## config.mk

```make
export PLATFORM = sky130hd
export DESIGN_NAME = pwm_ramp_ctrl
export DESIGN_NICKNAME = d
export VERILOG_FILES = /design/src/rtl/pwm_ctrl_pkg.sv /design/src/rtl/pwm_level_enc.sv /design/src/rtl/pwm_ramp_ctrl.sv
export SDC_FILE = /design/constraint.sdc
export NUM_CORES = 1
export LEC_CHECK = 0
export BUFFER_PORTS_ARGS = -buffer_cell sky130_fd_sc_hd__buf_4
export CORE_MARGIN = 8
export CORE_UTILIZATION = 30
export DETAILED_ROUTE_END_ITERATION = 10
export GPL_ROUTABILITY_DRIVEN = 1
export GPL_TIMING_DRIVEN = 1
export PLACE_DENSITY_LB_ADDON = 0.3
export SYNTH_ARGS = -nofsm -noshare
export SYNTH_HDL_FRONTEND = slang
export SYNTH_SLANG_ARGS = --single-unit
```

## constraint.sdc

```tcl
create_clock -name Clk -period 4.4 [get_ports Clk]
set_input_delay 0.22 -clock Clk [delete_from_list [all_inputs] [get_ports Clk]]
set_output_delay 0.22 -clock Clk [all_outputs]
set_load 0.03 [all_outputs]
```

## src/rtl/pwm_ctrl_pkg.sv

```systemverilog
// Shared definitions for PWM configurators: level codes, sequencer states and
// request clamping.
package pwm_ctrl_pkg;

   localparam logic [2:0] LVL_OFF = 3'd0;
   localparam logic [2:0] LVL_25  = 3'd1;
   localparam logic [2:0] LVL_50  = 3'd2;
   localparam logic [2:0] LVL_75  = 3'd3;
   localparam logic [2:0] LVL_100 = 3'd4;

   typedef enum logic [1:0] {
      IDLE    = 2'd0,
      RAMP_UP = 2'd1,
      RAMP_DN = 2'd2,
      FAULT   = 2'd3
   } state_t;

   // Requests above full duty saturate at full duty.
   function automatic logic [2:0] clamp_level(input logic [2:0] lvl);
      return (lvl > LVL_100) ? LVL_100 : lvl;
   endfunction

endpackage

```

## src/rtl/pwm_level_enc.sv

```systemverilog
// Combinational decode of a duty level into the 5-step PWM's E/X/Y controls.
// Out-of-range codes decode as full duty.
module pwm_level_enc
   import pwm_ctrl_pkg::*;
(
   input  logic [2:0] level,
   output logic       e,
   output logic       x,
   output logic       y
);

   logic [1:0] sel;

   always_comb begin
      e   = 1'b0;
      sel = 2'b00;
      if (level != LVL_OFF) begin
         e   = 1'b1;
         sel = (level >= LVL_100) ? 2'b11 : 2'(level - 3'd1);
      end
   end

   assign {x, y} = sel;

endmodule

```

## src/rtl/pwm_ramp_ctrl.sv

```systemverilog
// Soft-start/soft-stop sequencer: steps the PWM duty one level per dwell
// interval toward a requested target, aligned to PWM period boundaries.
module pwm_ramp_ctrl
   import pwm_ctrl_pkg::*;
#(
   parameter int DWELL_W = 8,
   parameter int DWELL   = 4
) (
   input  logic       Clk,
   input  logic       reset,
   input  logic       req_valid,
   input  logic [2:0] req_level,
   output logic       req_ready,
   input  logic       fault,
   output logic       E,
   output logic       X,
   output logic       Y,
   output logic [2:0] level,
   output logic       busy,
   output logic       done
);

   localparam logic [DWELL_W-1:0] DWELL_LAST = DWELL_W'(DWELL - 1);
   localparam logic [DWELL_W-1:0] DWELL_INC  = DWELL_W'(1);

   state_t             state_reg, state_next;
   logic [1:0]         phase_reg;
   logic [DWELL_W-1:0] dwell_reg, dwell_next;
   logic               first_reg, first_next;
   logic [2:0]         target_reg, target_next;
   logic [2:0]         level_reg, level_next;
   logic               done_reg, done_next;
   logic               e_reg, x_reg, y_reg;
   logic               e_next, x_next, y_next;
   logic [2:0]         req_target, level_step;
   logic               period_end;

   assign period_end = (phase_reg == 2'd3);
   assign req_target = clamp_level(req_level);
   assign level_step = (state_reg == RAMP_UP) ? level_reg + 3'd1 : level_reg - 3'd1;

   always_comb begin
      state_next  = state_reg;
      dwell_next  = dwell_reg;
      first_next  = first_reg;
      target_next = target_reg;
      level_next  = level_reg;
      done_next   = 1'b0;
      if (fault) begin
         state_next  = FAULT;
         level_next  = LVL_OFF;
         target_next = LVL_OFF;
         dwell_next  = '0;
         first_next  = 1'b0;
      end else begin
         case (state_reg)
            IDLE: begin
               if (req_valid) begin
                  target_next = req_target;
                  dwell_next  = '0;
                  first_next  = 1'b1;
                  if (req_target == level_reg)
                     done_next = 1'b1;
                  else if (req_target > level_reg)
                     state_next = RAMP_UP;
                  else
                     state_next = RAMP_DN;
               end
            end
            RAMP_UP, RAMP_DN: begin
               // The first step waits only for the next boundary; later ones also serve the dwell.
               if (period_end) begin
                  if (first_reg || dwell_reg == DWELL_LAST) begin
                     level_next = level_step;
                     dwell_next = '0;
                     first_next = 1'b0;
                     if (level_step == target_reg) begin
                        done_next  = 1'b1;
                        state_next = IDLE;
                     end
                  end else begin
                     dwell_next = dwell_reg + DWELL_INC;
                  end
               end
            end
            FAULT:   state_next = IDLE;
            default: state_next = IDLE;
         endcase
      end
   end

   pwm_level_enc u_enc (
      .level (level_next),
      .e     (e_next),
      .x     (x_next),
      .y     (y_next)
   );

   always_ff @(posedge Clk or negedge reset) begin
      if (!reset) begin
         state_reg  <= IDLE;
         phase_reg  <= 2'd0;
         dwell_reg  <= '0;
         first_reg  <= 1'b0;
         target_reg <= LVL_OFF;
         level_reg  <= LVL_OFF;
         done_reg   <= 1'b0;
         e_reg      <= 1'b0;
         x_reg      <= 1'b0;
         y_reg      <= 1'b0;
      end else begin
         state_reg  <= state_next;
         phase_reg  <= phase_reg + 2'd1;
         dwell_reg  <= dwell_next;
         first_reg  <= first_next;
         target_reg <= target_next;
         level_reg  <= level_next;
         done_reg   <= done_next;
         e_reg      <= e_next;
         x_reg      <= x_next;
         y_reg      <= y_next;
      end
   end

   assign req_ready = (state_reg == IDLE);
   assign busy      = (state_reg == RAMP_UP) || (state_reg == RAMP_DN);
   assign done      = done_reg;
   assign level     = level_reg;
   assign E         = e_reg;
   assign X         = x_reg;
   assign Y         = y_reg;

endmodule

```

==> metrics, run 1 <==
Worst Path Arrival=2.47 ns; Critical path origin=state_reg[0]$_DFFE_PN0P_; vias per inst=5.01; Leak=0.753 nW; filler instances=453; cells on worst reg2reg path=9; Global Route Usage Sum=0.0899; global-route wire length before repair=5380 um; ant diodes=0; DR WL/cell=13.4 um; total gr overflow=0; final period utilization=0.517; Cell Count, Final, Fillers Out=220; ys flop type=dfrtp_1; critical path, cell by cell=inv_1 -> ha_1 -> nand2_1 -> nor2_4 -> xnor2_1 -> or2_2 -> ha_1 -> a41o_1 -> o21ai_1; hold slack=0.211 ns; Hold Path Class=in2reg; setup slack, reg-to-reg=2.12 ns; core box area=4380 um^2; number of flops mapped to enable cells by yosys=0; I/O Buffers=15; PD cells=399 nW/um^2; placed cell count=215; Syn Inst Count=150; sequential fraction of the synthesis area=0.420; initial DRC count=34; Max clock buf depth=2; clk root buf=clkbuf_8; pre-CTS setup slack=2.13 ns; endpoint class of the critical path=flip-flop; run status=complete, no violations; Worst-Skew Late Latency=0.26 ns; Area contributors post-synth=dfrtp_1, ha_1, nand2_1; clock-pin slew on the worst setup and hold paths=0.08 ns; #FFs+latches synth=23; area of the multi-input gates=748 um^2; final instance area=1590 um^2; Crit path depth=9; Setup TNS Final=0 ns; FMAX=0.439 GHz; area growth from synthesis to layout=16.3%; MaxCap Viol Count=0; register area=576 um^2; initial antenna violation count=0; Power, Total=0.636 mW; final setup vio count=0; # DRC=0; DIE HEIGHT=83.6 um; worst reg2reg path startpoint=state_reg[0]$_DFFE_PN0P_; Slew Limit Headroom=0.756; skew final=0.00238 ns; starting density of the core=0.312; worst slew pin tran=0.365 ns; GPL Wtd Cong=0.843; Startpoint Class=flip-flop; Synth async-reset ratio=1.00; crit-path max cell delay=0.42 ns; Reg2Reg Capture Point=Y$_DFF_PN0_; Row Count=24; Final HPWL DP=2310 um; layout cells sized above 1=0.149; worst-path maximum fanout=7; Critical Path Most Common Cell=ha_1; worst setup path endpoint=Y$_DFF_PN0_; vias in the first global route=1,178; post-synth top area share=0.420; Syn Area/Cell=9.13 um^2; count of warnings emitted by yosys=0; critical path type=reg2reg; Die Width=83.6 um; via count=1,102; CTS tree=yes; htree depth=1; placed inst area=1540 um^2; post-synthesis net count=168; setup bufs post-CTS=0; leading area contributor after synthesis=dfrtp_1; # IOs=16; max reg flops=8; Buf+Inv Stages, Crit Path=1; top-count cell post-synth=dfrtp_1; CTS buffer count=3; Distinct cells, synth=39; final hold violations=0; delay-heaviest family, CP=adder cells; router iterations before antenna repair=4; required time worst endpoint=4.60 ns; total wire length=2940 um; pin count of the biggest net entering global routing=24; final core utilization=0.364; maximum VDD drop=150 uV; synthesized area=1370 um^2; die area=6990 um^2; Final WS setup=2.12 ns; Crit-path slowest cell=ha_1; Pins Over Slew Limit=0; Antenna Nets Post-Route=0; min Tclk post-route=2.28 ns; RSZ-0062 raised after global routing=false; CTS Sinks=23; Final nets=187; top cells by count, synth=dfrtp_1, nand2_1, nor2_1, o21ai_0
[how the worst min path moves through the flow]
| stage | from | endpoint | slack [ns] | cells after the start |
|---|---|---|---|---|
| global route | fault | level[0]$_DFF_PN0_ | 0.22 | 2 |
| global placement | reset | state_reg[0]$_DFFE_PN0P_ | 0.13 | 1 |
| finish | fault | level[0]$_DFF_PN0_ | 0.21 | 2 |
| CTS | fault | level[0]$_DFF_PN0_ | 0.20 | 2 |
| detailed placement | reset | state_reg[0]$_DFFE_PN0P_ | 0.13 | 1 |
| floorplan | reset | E$_DFF_PN0_ | -0.08 | 0 |
[logic make-up after synthesis]
kind of cell,Yosys count,share of synthesized area
DFF,23,0.420
muxes,2,0.0155
AOI/OAI and AO/OA,37,0.168
xor gates and xnor gates,6,0.0384
adders and majority gates,11,0.106
and+or+nand+nor,59,0.218
buffers and inverters,12,0.0338
[where the power goes]
part	internal (mW)	switching [mW]	leakage, nW	total (mW)
Combinational	0.0951	0.161	0.422	0.256
Sequential	0.230	0.0155	0.309	0.245
Clock	0.0647	0.0700	0.0228	0.135
[final cells by class]
type | count | share of cell area
clock buffer | 4 | 0.0283
inverter | 10 | 0.0235
multi-input combinational | 115 | 0.469
sequential | 23 | 0.361
tap | 52 | 0.0408
timing repair buffer | 16 | 0.0769
[routing by layer]
metal	global-route usage	part of all wire	vias to the layer above
met3	0.0332	0.057	4
met4	0.0251	0.012	0
li1	-	-	556
met2	0.143	0.45	21
met1	0.110	0.48	521
met5	0	0	-
[what timing repair did]
action / 4_1_cts / 5_1_grt
endpoints found under the hold margin: 23 / 0
gates resized for setup: 0 / 0
hold buffers: 1 / 0
[placed cells by master, fill, tap and decap left out, types with 4 or more instances in the layout]
cell,n
buf_4,15
nand2_1,18
nand3_1,4
inv_1,10
o21ai_0,13
dfrtp_1,23
nand2b_1,4
a21oi_1,8
ha_1,10
and3_1,5
nor2_1,15
Note: power is estimated with default switching activity, not from simulation.
==> run 2, diff against run 1 <==
clock period = 2.1 ns   (was 4.4 ns; I/O delays follow)
==> run 2 against run 1 <==
  * Final area rose by 13%
  * Sequential power is 110% higher
  * Flip-flop and latch count is the same
  * Total power grew 140%
  * Clock power increased by 100%
  * Cell count is 8.6% higher
  * Fmax up 9.8%
  * Non-clock buffer count increased by 19
  * Register-to-register slack worse by 2.1 ns
  * Via count rose by 11%
  * Worst setup slack got worse by 2.1 ns
==> metrics, run 2 (synthesized netlist as in run 1, its figures left out) <==
Pins Over Slew Limit=0; final period utilization=0.988; maximum VDD drop=432 uV; layout cells sized above 1=0.289; Row Count=24; DR WL/cell=13.3 um; core box area=4380 um^2; FMAX=0.482 GHz; Worst-Skew Late Latency=0.26 ns; starting density of the core=0.312; global-route wire length before repair=5520 um; Leak=0.858 nW; Final HPWL DP=2450 um; endpoint class of the critical path=flip-flop; MaxCap Viol Count=0; delay-heaviest family, CP=adder cells; PD cells=832 nW/um^2; commonest non-fill, non-tap cell in the layout=buf_4; Global Route Usage Sum=0.0906; placed inst area=1660 um^2; CTS tree=yes; Setup TNS Final=0 ns; placed cell count=228; required time worst endpoint=2.25 ns; DIE HEIGHT=83.6 um; Final nets=206; Slew Limit Headroom=0.736; vias per inst=5.10; total gr overflow=0; Max clock buf depth=2; die area=6990 um^2; # IOs=16; Worst Path Arrival=2.22 ns; # DRC=0; vias in the first global route=1,198; worst-path maximum fanout=4; Buf+Inv Stages, Crit Path=0; worst slew pin tran=0.392 ns; Hold Path Class=in2reg; total wire length=3190 um; crit-path max cell delay=0.54 ns; area growth from synthesis to layout=31.8%; Die Width=83.6 um; Crit-path slowest cell=fa_1; run status=complete, no violations; router iterations before antenna repair=4; via count=1,219; critical path type=reg2reg; max reg flops=8; GPL Wtd Cong=0.769; pin count of the biggest net entering global routing=24; skew final=0.00342 ns; Cell Count, Final, Fillers Out=239; hold slack=0.0938 ns; final instance area=1810 um^2; CTS Sinks=23; final hold violations=0; I/O Buffers=15; ant diodes=0; critical path, cell by cell=ha_2 -> fa_1 -> xor2_1 -> nand2_1 -> o31ai_2 -> and3_1 -> a22oi_1; initial antenna violation count=0; final setup vio count=0; Antenna Nets Post-Route=0; Startpoint Class=flip-flop; clock-pin slew on the worst setup and hold paths=0.08 ns; min Tclk post-route=2.07 ns; htree depth=1; leading cell types in the layout, fill and taps excluded=buf_4, dfrtp_1, nand2_1, nor2_1, o21ai_0; clk root buf=clkbuf_8; CTS buffer count=3; initial DRC count=49; RSZ-0062 raised after global routing=true
[run 2: per-stage QoR]
step                      utilization  worst slack, ns  total power [mW]
final                           0.412           0.0256              1.50
after global routing            0.412          -0.0685              1.61
after CTS                       0.396          0.00106              1.47
after detailed placement        0.378          -0.0459              1.16
after global placement          0.378          -0.0451              1.15
after floorplan                     -           0.0108             0.947
[run 2: where the power goes]
part	switching (mW)	internal, mW	leakage (nW)
clock	0.140	0.132	0.0255
sequential	0.0307	0.481	0.305
combinational	0.391	0.327	0.528
total	0.562	0.941	0.858
[run 2: layout make-up]
| cell class | count | area, um^2 |
|---|---|---|
| tap | 52 | 65.1 |
| clock buffer | 3 | 41.3 |
| clock inverter | 1 | 5.00 |
| inverter | 10 | 37.5 |
| timing repair buffer | 35 | 265 |
| fill | 443 | 2580 |
| multi-input combinational | 115 | 813 |
| sequential | 23 | 578 |
[run 2: path summary, 6_finish.rpt]
path,from,to,slack (ns),depth (start not counted)
min in group asynchronous,reset,state_reg[0]$_DFFE_PN0P_,0.26,2
max in group asynchronous,reset,dwell_reg[6]$_DFFE_PN0P_,1.58,2
min,fault,level[0]$_DFF_PN0_,0.09,2
max,state_reg[0]$_DFFE_PN0P_,state_reg[1]$_DFFE_PN0P_,0.03,7
min reg2reg,phase_reg[0]$_DFF_PN0_,phase_reg[0]$_DFF_PN0_,0.42,1
max reg2reg,state_reg[0]$_DFFE_PN0P_,state_reg[1]$_DFFE_PN0P_,0.03,7
[run 2: timing repair]
| action | CTS | global route |
|---|---|---|
| gates resized for setup | 1 | 8 |
| setup endpoints to repair | 2 | 6 |
| endpoints found under the hold margin | 23 | 0 |
| hold buffers | 1 | 0 |
| pin swaps | 1 | 6 |
| buffers inserted | 2 | 4 |
[run 2: worst register-to-register path: cells and delay by family, from the launching register on]
family	cells	cell delay, ns
flops	1	0.42
fa+ha+maj	2	0.75
xor+xnor	1	0.15
compound gates	2	0.34
simple gates	2	0.30
[run 2: routing by layer]
metal,track usage,share of wire
met1,0.114,0.46
met2,0.148,0.48
met3,0.0303,0.051
met4,0.0141,0.0047
met5,0,0
==> run 3, diff against run 2 <==
BUFFER_PORTS_ARGS = not set   (was -buffer_cell sky130_fd_sc_hd__buf_4)
DONT_BUFFER_PORTS = 1   (was not set)
REMOVE_ABC_BUFFERS = 1   (was not set)
==> run 3 against run 2 <==
  * Flip-flop and latch count stayed put
  * Total power is 2.1% lower
  * Worst setup slack worse by 0.0022 ns
==> metrics, run 3 (synthesized netlist as in run 1, its figures left out) <==
# DRC=0; core box area=4380 um^2; required time worst endpoint=2.30 ns; Reg2Reg Capture Point=Y$_DFF_PN0_; final period utilization=0.989; skew final=0.00679 ns; placed inst area=1550 um^2; router iterations before antenna repair=4; delay-heaviest family, CP=simple AND/OR/NAND/NOR gates; Leak=0.787 nW; Worst Path Arrival=2.27 ns; final hold violations=0; Slew Limit Headroom=0.269; worst setup path endpoint=Y$_DFF_PN0_; min Tclk post-route=2.08 ns; crit-path max cell delay=0.45 ns; commonest non-fill, non-tap cell in the layout=dfrtp_1; CTS tree=yes; Crit path depth=8; initial antenna violation count=0; maximum VDD drop=329 uV; worst slew pin tran=1.09 ns; starting density of the core=0.312; DIE HEIGHT=83.6 um; initial DRC count=51; MaxCap Viol Count=0; setup slack, reg-to-reg=0.02 ns; worst reg2reg path startpoint=dwell_reg[6]$_DFFE_PN0P_; filler instances=447; Critical path origin=dwell_reg[6]$_DFFE_PN0P_; final setup vio count=0; cells on worst reg2reg path=8; critical path type=reg2reg; clock-pin slew on the worst setup and hold paths=0.09 ns; FMAX=0.482 GHz; I/O Buffers=0; Global Route Usage Sum=0.0935; Die Width=83.6 um; max reg flops=8; # IOs=16; GPL Wtd Cong=0.828; Final nets=194; Row Count=24; Antenna Nets Post-Route=0; Final HPWL DP=2380 um; hold depth=2; total gr overflow=0; leading cell types in the layout, fill and taps excluded=dfrtp_1, buf_4, nand2_1, nor2_1, o21ai_0; Cell Count, Final, Fillers Out=227; Pins Over Slew Limit=0; worst-path maximum fanout=5; vias per inst=5.11; via count=1,160; critical path, cell by cell=nor4_4 -> a31oi_4 -> nor2_4 -> xnor2_2 -> or2_2 -> ha_4 -> a41o_1 -> o21ai_2; DR WL/cell=14.5 um; PD cells=852 nW/um^2; Buf+Inv Stages, Crit Path=0; vias in the first global route=1,186; Startpoint Class=flip-flop; Power, Total=1.47 mW; area growth from synthesis to layout=26.0%; CTS Sinks=23; htree depth=1; global-route wire length before repair=5540 um; Max clock buf depth=2; ant diodes=0; endpoint class of the critical path=flip-flop; layout cells sized above 1=0.234; clk root buf=clkbuf_8; CTS buffer count=3; Hold Path Class=in2reg; final instance area=1730 um^2; Crit-path slowest cell=dfrtp_2; Worst-Skew Late Latency=0.26 ns; pin count of the biggest net entering global routing=24; run status=complete, no violations; RSZ-0062 raised after global routing=true; Setup TNS Final=0 ns; placed cell count=216; total wire length=3300 um; die area=6990 um^2
## run 3: per-layer routing
metal  up-vias  wire length, um  track usage
met2        22             1660        0.156
met5         -                0            0
met1       561             1460        0.114
li1        577                -            -
met3         0              177       0.0322
met4         0                0       0.0141
## run 3: power breakdown
part           total (mW)  internal, mW  switching [mW]
Clock               0.276         0.132           0.143
Sequential          0.531         0.483          0.0487
Combinational       0.664         0.293           0.371
Total                1.47         0.908           0.563
## run 3: final cells by class
class / instances / area, um^2 / area share
well taps: 52 / 65.1 / 0.0377
flip-flops and latches: 23 / 578 / 0.335
repair buffers: 23 / 183 / 0.106
clock inverters: 1 / 5.00 / 0.00290
multi-input cells: 115 / 817 / 0.473
inverters: 10 / 37.5 / 0.0217
clock buffers: 3 / 41.3 / 0.0239
## run 3: how the worst min path moves through the flow
stage          startpoint                        to
2_1_floorplan       reset               E$_DFF_PN0_
3_3_place_gp        reset            done$_DFF_PN0_
3_5_place_dp        reset            done$_DFF_PN0_
4_1_cts             fault  state_reg[1]$_DFFE_PN0P_
5_1_grt             fault  state_reg[0]$_DFFE_PN0P_
6_report            fault  state_reg[1]$_DFFE_PN0P_
## run 3: metrics by stage
step / setup slack (ns) / hold WS [ns] / utilization
after floorplan: -0.177 / -0.191 / -
after global placement: 0.000352 / -0.190 / 0.353
after detailed placement: -0.0165 / -0.190 / 0.353
after CTS: 0.0249 / 0.00792 / 0.380
after global routing: -0.103 / 0.0249 / 0.394
final: 0.0234 / 0.0161 / 0.394
## run 3: repair_timing
item,CTS,global route
gates cloned,0,0
hold buffers,4,0
setup buffers,1,2
pin swaps,1,4
gates resized for setup,6,9
hold endpoints to repair,29,0
setup endpoints to repair,3,8
